===== config.mk =====
export PLATFORM = sky130hd
export DESIGN_NAME = set_mode_controller
export DESIGN_NICKNAME = d
export VERILOG_FILES = /design/src/rtl/clock_pkg.sv /design/src/rtl/key_repeat.sv /design/src/rtl/set_mode_controller.sv
export SDC_FILE = /design/constraint.sdc
export NUM_CORES = 1
export LEC_CHECK = 0
export BUFFER_PORTS_ARGS = -buffer_cell sky130_fd_sc_hd__buf_4
export CAP_MARGIN = 10
export CELL_PAD_IN_SITES_DETAIL_PLACEMENT = 1
export CELL_PAD_IN_SITES_GLOBAL_PLACEMENT = 2
export CORE_UTILIZATION = 40
export DETAILED_ROUTE_END_ITERATION = 10
export PLACE_DENSITY = 0.91
export SLEW_MARGIN = 10
export SYNTH_ARGS = -nofsm -noshare
export SYNTH_HDL_FRONTEND = slang
export SYNTH_SLANG_ARGS = --single-unit

===== constraint.sdc =====
create_clock -name clk -period 4.4 [get_ports clk]
set_input_delay 0.88 -clock clk [delete_from_list [all_inputs] [get_ports clk]]
set_output_delay 0.88 -clock clk [all_outputs]
set_load 0.1 [all_outputs]

===== src/rtl/clock_pkg.sv =====
// Shared types and constants for the clock set-mode controller: state encoding,
// field bit positions, default timing and small counter helpers.
package clock_pkg;

   typedef enum logic [2:0] {
      RUN, S_HOUR, S_MIN, S_SEC, S_DAY, S_MONTH, S_YEAR
   } state_e;

   localparam int FLD_HOUR  = 0;
   localparam int FLD_MIN   = 1;
   localparam int FLD_SEC   = 2;
   localparam int FLD_DAY   = 3;
   localparam int FLD_MONTH = 4;
   localparam int FLD_YEAR  = 5;

   localparam int DEF_REPEAT_DELAY = 500;
   localparam int DEF_REPEAT_RATE  = 100;
   localparam int DEF_TIMEOUT      = 10000;
   localparam int DEF_BLINK_HALF   = 250;

   localparam int CNT_W = 16;

   function automatic logic [5:0] field_mask(input state_e s);
      logic [5:0] m;
      m = '0;
      case (s)
         S_HOUR:  m[FLD_HOUR]  = 1'b1;
         S_MIN:   m[FLD_MIN]   = 1'b1;
         S_SEC:   m[FLD_SEC]   = 1'b1;
         S_DAY:   m[FLD_DAY]   = 1'b1;
         S_MONTH: m[FLD_MONTH] = 1'b1;
         S_YEAR:  m[FLD_YEAR]  = 1'b1;
         default: m = '0;
      endcase
      return m;
   endfunction

   function automatic state_e next_field(input state_e s);
      case (s)
         RUN:     return S_HOUR;
         S_HOUR:  return S_MIN;
         S_MIN:   return S_SEC;
         S_SEC:   return S_DAY;
         S_DAY:   return S_MONTH;
         S_MONTH: return S_YEAR;
         default: return RUN;
      endcase
   endfunction

   // Saturating increment: a stuck counter can never wrap back into a trigger window.
   function automatic logic [CNT_W-1:0] sat_inc(input logic [CNT_W-1:0] c);
      return (&c) ? c : c + 1'b1;
   endfunction

   function automatic logic reached(input logic [CNT_W-1:0] c, input int lim);
      return {16'd0, c} >= lim[31:0];
   endfunction

endpackage


===== src/rtl/key_repeat.sv =====
// Per-key rising-edge detect and auto-repeat timer; clr kills any pending repeat
// and forces a fresh press before the key can repeat again.
module key_repeat
   import clock_pkg::*;
#(
   parameter int REPEAT_DELAY = DEF_REPEAT_DELAY,
   parameter int REPEAT_RATE  = DEF_REPEAT_RATE
) (
   input  logic clk,
   input  logic rst,
   input  logic armed,
   input  logic tick_ms,
   input  logic key,
   input  logic clr,
   output logic rise,
   output logic fire
);

   logic             prev, held, rep, rep_hit;
   logic [CNT_W-1:0] cnt;

   always_comb begin
      rise    = key & ~prev & armed;
      rep_hit = held & key & tick_ms &
                reached(sat_inc(cnt), rep ? REPEAT_RATE : REPEAT_DELAY);
      fire    = ~clr & (rise | rep_hit);
   end

   // held only set by an accepted press, so a key carried over a clear stays silent
   always_ff @(posedge clk or posedge rst) begin
      if (rst) begin
         prev <= 1'b0;
         held <= 1'b0;
         rep  <= 1'b0;
         cnt  <= '0;
      end else begin
         prev <= key;
         if (clr || !key) begin
            held <= 1'b0;
            rep  <= 1'b0;
            cnt  <= '0;
         end else if (rise) begin
            held <= 1'b1;
            rep  <= 1'b0;
            cnt  <= '0;
         end else if (rep_hit) begin
            rep  <= 1'b1;
            cnt  <= '0;
         end else if (held && tick_ms) begin
            cnt  <= sat_inc(cnt);
         end
      end
   end

endmodule


===== src/rtl/set_mode_controller.sv =====
// Clock set-mode FSM: mode key walks the editable fields, up/down keys emit
// edit pulses with auto-repeat, the selected field blinks, idle returns to RUN.
module set_mode_controller
   import clock_pkg::*;
#(
   parameter int REPEAT_DELAY = DEF_REPEAT_DELAY,
   parameter int REPEAT_RATE  = DEF_REPEAT_RATE,
   parameter int TIMEOUT      = DEF_TIMEOUT,
   parameter int BLINK_HALF   = DEF_BLINK_HALF
) (
   input  logic       clk,
   input  logic       rst,
   input  logic       tick_ms,
   input  logic       btn_mode,
   input  logic       btn_up,
   input  logic       btn_down,
   output logic [5:0] manual_set,
   output logic       up,
   output logic       down,
   output logic       blink,
   output logic       setting
);

   state_e           state, nxt;
   logic             armed, mode_prev, mode_rise, in_set, timeout_hit, clr;
   logic             up_rise, up_fire, dn_rise, dn_fire;
   logic [CNT_W-1:0] idle_cnt, blink_cnt;

   // Timeout outranks the mode key; any state change or key conflict clears repeats.
   always_comb begin
      mode_rise   = btn_mode & ~mode_prev & armed;
      in_set      = (state != RUN);
      timeout_hit = in_set & reached(idle_cnt, TIMEOUT);
      nxt         = state;
      if (timeout_hit)    nxt = RUN;
      else if (mode_rise) nxt = next_field(state);
      clr = ~in_set | mode_rise | timeout_hit | (btn_up & btn_down);
   end

   key_repeat #(.REPEAT_DELAY(REPEAT_DELAY), .REPEAT_RATE(REPEAT_RATE)) u_up (
      .clk(clk), .rst(rst), .armed(armed), .tick_ms(tick_ms),
      .key(btn_up), .clr(clr), .rise(up_rise), .fire(up_fire)
   );

   key_repeat #(.REPEAT_DELAY(REPEAT_DELAY), .REPEAT_RATE(REPEAT_RATE)) u_down (
      .clk(clk), .rst(rst), .armed(armed), .tick_ms(tick_ms),
      .key(btn_down), .clr(clr), .rise(dn_rise), .fire(dn_fire)
   );

   // armed masks edges on the first cycle out of reset so a held key is not a press
   always_ff @(posedge clk or posedge rst) begin
      if (rst) begin
         state      <= RUN;
         armed      <= 1'b0;
         mode_prev  <= 1'b0;
         idle_cnt   <= '0;
         blink_cnt  <= '0;
         manual_set <= '0;
         up         <= 1'b0;
         down       <= 1'b0;
         blink      <= 1'b0;
         setting    <= 1'b0;
      end else begin
         armed      <= 1'b1;
         mode_prev  <= btn_mode;
         state      <= nxt;
         setting    <= (nxt != RUN);
         manual_set <= field_mask(nxt);
         up         <= up_fire;
         down       <= dn_fire;

         if (nxt != state || !in_set || mode_rise || up_rise || dn_rise)
            idle_cnt <= '0;
         else if (tick_ms)
            idle_cnt <= sat_inc(idle_cnt);

         if (nxt == RUN) begin
            blink     <= 1'b0;
            blink_cnt <= '0;
         end else if (nxt != state || up_fire || dn_fire) begin
            blink     <= 1'b1;
            blink_cnt <= '0;
         end else if (tick_ms) begin
            if (reached(sat_inc(blink_cnt), BLINK_HALF)) begin
               blink     <= ~blink;
               blink_cnt <= '0;
            end else begin
               blink_cnt <= sat_inc(blink_cnt);
            end
         end
      end
   end

endmodule


; Word-level counts from Yosys, hierarchy flattened
; Index checks and enable logic that the tools add are counted.
; W data, S select, Z words.
[totals]
mem_count = 0
reg_bits = 85
ramBits = 0
wordCells = 141
output_inout_bits = 10
mem_bits_ro = 0
latchBits = 0
[op_classes]
eq_ne = 13
n_div = 0
mux = 43
n_shift = 0
addsub = 4
n_lt_le_gt_ge = 4
bitwise = 27
n_reduce_logical = 32
n_mul = 0
[ops]
columns = operator, n
row1 = $mux W16, 18
row2 = $add A16 B1 Y16 const B, 4
row3 = $ge A16 B32 Y1, 2
row4 = $reduce_and A16 Y1, 4
row5 = $mux W1, 20
row6 = $mux W9, 2
row7 = $pmux W3 S6, 1
row8 = $reduce_bool A3 Y1, 6
row9 = $and A1 B1 Y1, 16
row10 = $ge A16 B14 Y1 const B, 1
row11 = $ge A16 B8 Y1 const B, 1
row12 = $eq A3 B3 Y1 const B, 5
row13 = $eq A3 B2 Y1 const B, 4
row14 = $logic_or A1 B1 Y1, 8
row15 = $reduce_bool A4 Y1, 2
row16 = $eq A3 B1 Y1 const B, 2
row17 = $logic_not A3 Y1, 2
row18 = $mux W3, 2
row19 = $not A1 Y1, 6
row20 = $reduce_bool A2 Y1, 3
row21 = $or A1 B1 Y1, 5
row22 = $reduce_and A2 Y1, 2
row23 = $logic_not A1 Y1, 3
row24 = $ne A3 B3 Y1, 1
row25 = other kinds (2), 3

; Depth between registers and ports, before layout
[depth]
ltp_word = 12
depth_mapped = 16
mapped_depth_nobuf = 14

; Hierarchy
; Synthesis repeated with hierarchy kept, for this count alone.
[hier_totals]
cells_unflattened = 557
hier_area_um2 = 5247.5
[modules_own_cells]
columns = module, area_each_um2, n_inst, cells_per_inst
row1 = key_repeat, 1396.3, 2, 150
row2 = set_mode_controller, 2454.9, 1, 257

; Worst setup path before layout
; OpenSTA, ideal clock, no wires.
[synth_timing]
path_kind = reg-to-reg
start = register u_down.cnt[6]
end = register blink_cnt[2]
path_stages_with_launch = 17
n_path_buf = 2
t_arrival_ps = 3549
t_required_ps = 4264
slack_ps = 714
cell_sequence = dfrtp_1 -> nand4_1 -> or3_1 -> or3_1 -> nand3_1 -> xnor2_1 -> ha_1 -> nand3b_1 -> or4_1 -> a211oi_1 -> a22oi_1 -> and4_1 -> clkbuf_1 -> o311ai_1 -> and2_1 -> buf_2 -> a211oi_1
[synth_between]
elab_chain_len = 9
[synth_rtl]
columns = item, line
row1 = "start, declared", key_repeat.sv:20  ; logic [CNT_W-1:0] cnt;
row2 = "start signal, assigned", key_repeat.sv:50  ; cnt <= sat_inc(cnt);
row3 = $add A16 B1 Y16 or $reduce_and A16 Y1 (tied branches), clock_pkg.sv:52  ; return (&c) ? c : c + 1'b1;
row4 = $mux W16 *, n/a
row5 = $ge A16 B32 Y1 *, clock_pkg.sv:56  ; return {16'd0, c} >= lim[31:0];
row6 = $and A1 B1 Y1 *, key_repeat.sv:24  ; rep_hit = held & key & tick_ms &
row7 = $or A1 B1 Y1 *, key_repeat.sv:26  ; fire = ~clr & (rise | rep_hit);
row8 = $and A1 B1 Y1 *, key_repeat.sv:26
row9 = $logic_or A1 B1 Y1 *, set_mode_controller.sv:80  ; end else if (nxt != state || up_fire || dn_fire) begin
row10 = $mux W16, set_mode_controller.sv:80
row11 = $mux W16, set_mode_controller.sv:77  ; if (nxt == RUN) begin
row12 = "end signal, assigned", set_mode_controller.sv:88  ; blink_cnt <= sat_inc(blink_cnt);
row13 = "end, declared", set_mode_controller.sv:27  ; logic [CNT_W-1:0] idle_cnt, blink_cnt;
; Every way passes the cells marked *; elsewhere a longest branch is shown, timed or not.
; A chain may end at the register's enable or synchronous reset.

; Worst setup path in the final report
[layout_timing]
start = register u_down.cnt[6]
end = register blink_cnt[0]
; The elaborated chain is that of the path after synthesis.

==> flow_summary.ini <==
[sta]
timing.hold.ws_ns = 0.5294
relSlewSlack = 0.4534
tns_ns = 0
drv_slew = 0
skew_ns = 0.009460
worst_slew_pin_slew_ns = 0.8169
finalHoldViolCount = 0
rsz0062_at_grt = false
max_freq_ghz = 0.2398
fin_crit_ns = 4.170
layout_setup_ws_ns = 0.2300
period_share = 0.9477
finalSetupViolCount = 0

[yosys]
synth_area_leader_cell = dfrtp_1
yosys.area_share.xor_xnor = 0.05859
ys_warn_count = 0
synth_edf_count = 0
synthArstFlopShare = 1.000
syn_avg_cell_area_um2 = 9.076
ys.flop_type = dfrtp_1
ys_types = 62
synth_cells = 560
synth_top_family_by_area = simple AND/OR/NAND/NOR gates
synth-simple-area-share = 0.2986
synth-compound-area-share = 0.1381
synth.ff_latch_count = 85
yosysMostFrequentCell = dfrtp_1
synthMuxAreaShare = 0.01773
ys_top_cells_by_count = dfrtp_1, nor2_1, nand2_1
ys_seq_area_frac = 0.4185
synth_area_leaders = dfrtp_1, nor2_1, and3_1
synth_area_um2 = 5082
yosysTopAreaCellShare = 0.4185
synthAdderAreaFrac = 0.02905

[route]
via_per_inst = 5.693
vias = 4196
drt-initial-drc-count = 219
routed_wl_um = 12600
wire_per_inst_um = 17.09
drc_errors = 0
antenna_left = 0
drtPass1Iterations = 4

[placement]
place_ws_ns = 0.2112
hpwlAfterDp_um = 9119
gp_congestion = 0.9192
place_inst = 722
numPortBuffers = 15

[grt]
top_usage_layer = met2
overflow = 0
grt_pass1_wl_um = 21610
grt_use_met2 = 0.3547
grt.met3_usage = 0.04341
grt_pass1_vias = 4329
grt_util_all_layers = 0.2097
grt_max_degree = 46
antenna_found_initial = 0
use_met1 = 0.2684

[setup_path]
worstPathRequired_ns = 4.62
setup.worst_path.end_class = flop
crit_start = u_down.cnt[6]
path_cells = nand4_1, or3_1, or3_1, nand3_1, xnor2_1, ha_1, nand3b_1, or4_1, a211oi_1, a22oi_1, and4_1, o311ai_1, and2_2, a21oi_1
start_kind = flop
crit_fanout = 9
arrival_ns = 4.39
crit_type = reg -> reg
crit_path_frequent_cell = or3_1
cpPeakStageDelay_ns = 0.52
cpMaxStageDelayCell = or4_1
r2r_start = u_down.cnt[6]

[clock_network]
cts_tree = built
cts_buffers = 9
clkTransAtPathRegs_ns = 0.06
cts_hold_buf = 0
root_buffer = clkbuf_16
clk_path_buf_depth = 2
clkLatencyLatePin_ns = 0.35
cts.htree.levels = 3
cts_num_sinks = 85

[min_path]
worstHoldStart = idle_cnt[13]
min_path_type = reg -> reg

[outcome]
status = finished clean

[finish]
area_growth_pct = 9.897
nNetsFinal = 582
fin_util = 0.4574
antenna_cells = 0
instances_no_fill = 737
drive_gt1_frac = 0.1054

[pwr]
power_density_nw_per_um2 = 294.2
ir_worst_vdd_mv = 0.2656
p_leak_nw = 2.319

[job]
maxCapViolCount = 0

[die]
ios = 16
die_x_um = 114.7
row_count = 40
fp.dieH_um = 114.7
core_um2 = 12210
start_util = 0.4162
die-area_um2 = 13160
-- path summary, 6_finish.rpt --
| kind | end | depth (start not counted) | slack, ns |
|---|---|---|---|
| max | blink_cnt[0] | 14 | 0.23 |
| min | idle_cnt[13] | 2 | 0.53 |
| max reg2reg | blink_cnt[0] | 14 | 0.23 |
| min reg2reg | idle_cnt[13] | 2 | 0.53 |
| max in group asynchronous | u_up.cnt[6] | 3 | 2.72 |
| min in group asynchronous | u_up.cnt[11] | 2 | 0.66 |
-- cell families after synthesis --
| logic type | after synthesis |
|---|---|
| simple gates | 279 |
| flops | 85 |
| compound gates | 98 |
| buf+inv | 41 |
| fa+ha+maj | 12 |
| mux | 9 |
| xor+xnor | 34 |
| other cells | 2 |
-- state kept, by name, indices dropped and copies added (netlist names) --
name and flops:
armed 1, blink 1, mode_prev 1, u_up.cnt 16, u_down.cnt 16, manual_set 6
u_up.rep 1, state 3, down 1, u_up.prev 1, u_down.prev 1, blink_cnt 16
u_down.rep 1, idle_cnt 16, setting 1, u_up.held 1, up 1, u_down.held 1
-- cell type report --
type | instances | area (um2)
Fill cell | 1453 | 6626
Multi-Input combinational cell | 435 | 2770
Sequential cell | 85 | 2127
Clock buffer | 12 | 256.5
Tap cell | 168 | 210.2
Timing Repair Buffer | 19 | 142.6
Inverter | 15 | 57.56
Clock inverter | 3 | 21.27
-- worst max-delay path: cells and delay by family, from the launching register on --
kind / cells / cell delay (ns)
AO/OA/AOI/OAI: 4 / 0.74
XOR/XNOR: 1 / 0.09
adder cells (fa/ha/maj): 1 / 0.28
flip-flops: 1 / 0.45
AND/OR/NAND/NOR: 8 / 2.47
-- cell usage in the layout, fill, tap and decap left out, drive strengths merged, types with 7 or more instances in the layout --
cell,Yosys,final
o21ai,18,18
mux2i,9,9
ha,11,11
buf,10,19
nor3,22,22
xnor2,16,16
nand4,22,22
or3,7,7
nor4,11,11
o211ai,7,7
nand2,48,48
xor2,18,18
clkbuf,16,12
nor2,65,65
nand3,32,32
inv,15,14
a21oi,28,28
dfrtp,85,85
and3,30,30
nand2b,9,9
and2,8,8
-- report_power, final --
group          internal (W)  switching [W]  total [W]
Clock              0.000411       0.000316   0.000727
Sequential         0.000790     0.00000942   0.000800
Combinational     0.0000267      0.0000899   0.000117
-- metrics by stage --
step,total power (W),instance area [um2]
floorplan,0.0008986,5086
global placement,0.0009267,5304
detailed placement,0.0009313,5304
CTS,0.001667,5582
global route,0.001704,5585
finish,0.001643,5585
-- layer usage --
metal	up-vias	wire, um
met5	-	0
met4	0	199
met3	18	394
met2	58	6178
met1	2086	5825
li1	2034	-
-- timing repair --
action / CTS / global route
resized for setup: 0 / 2
setup buffers: 0 / 0
setup endpoints to repair: 0 / 16
No activity file was read; power rests on OpenSTA's default activity.
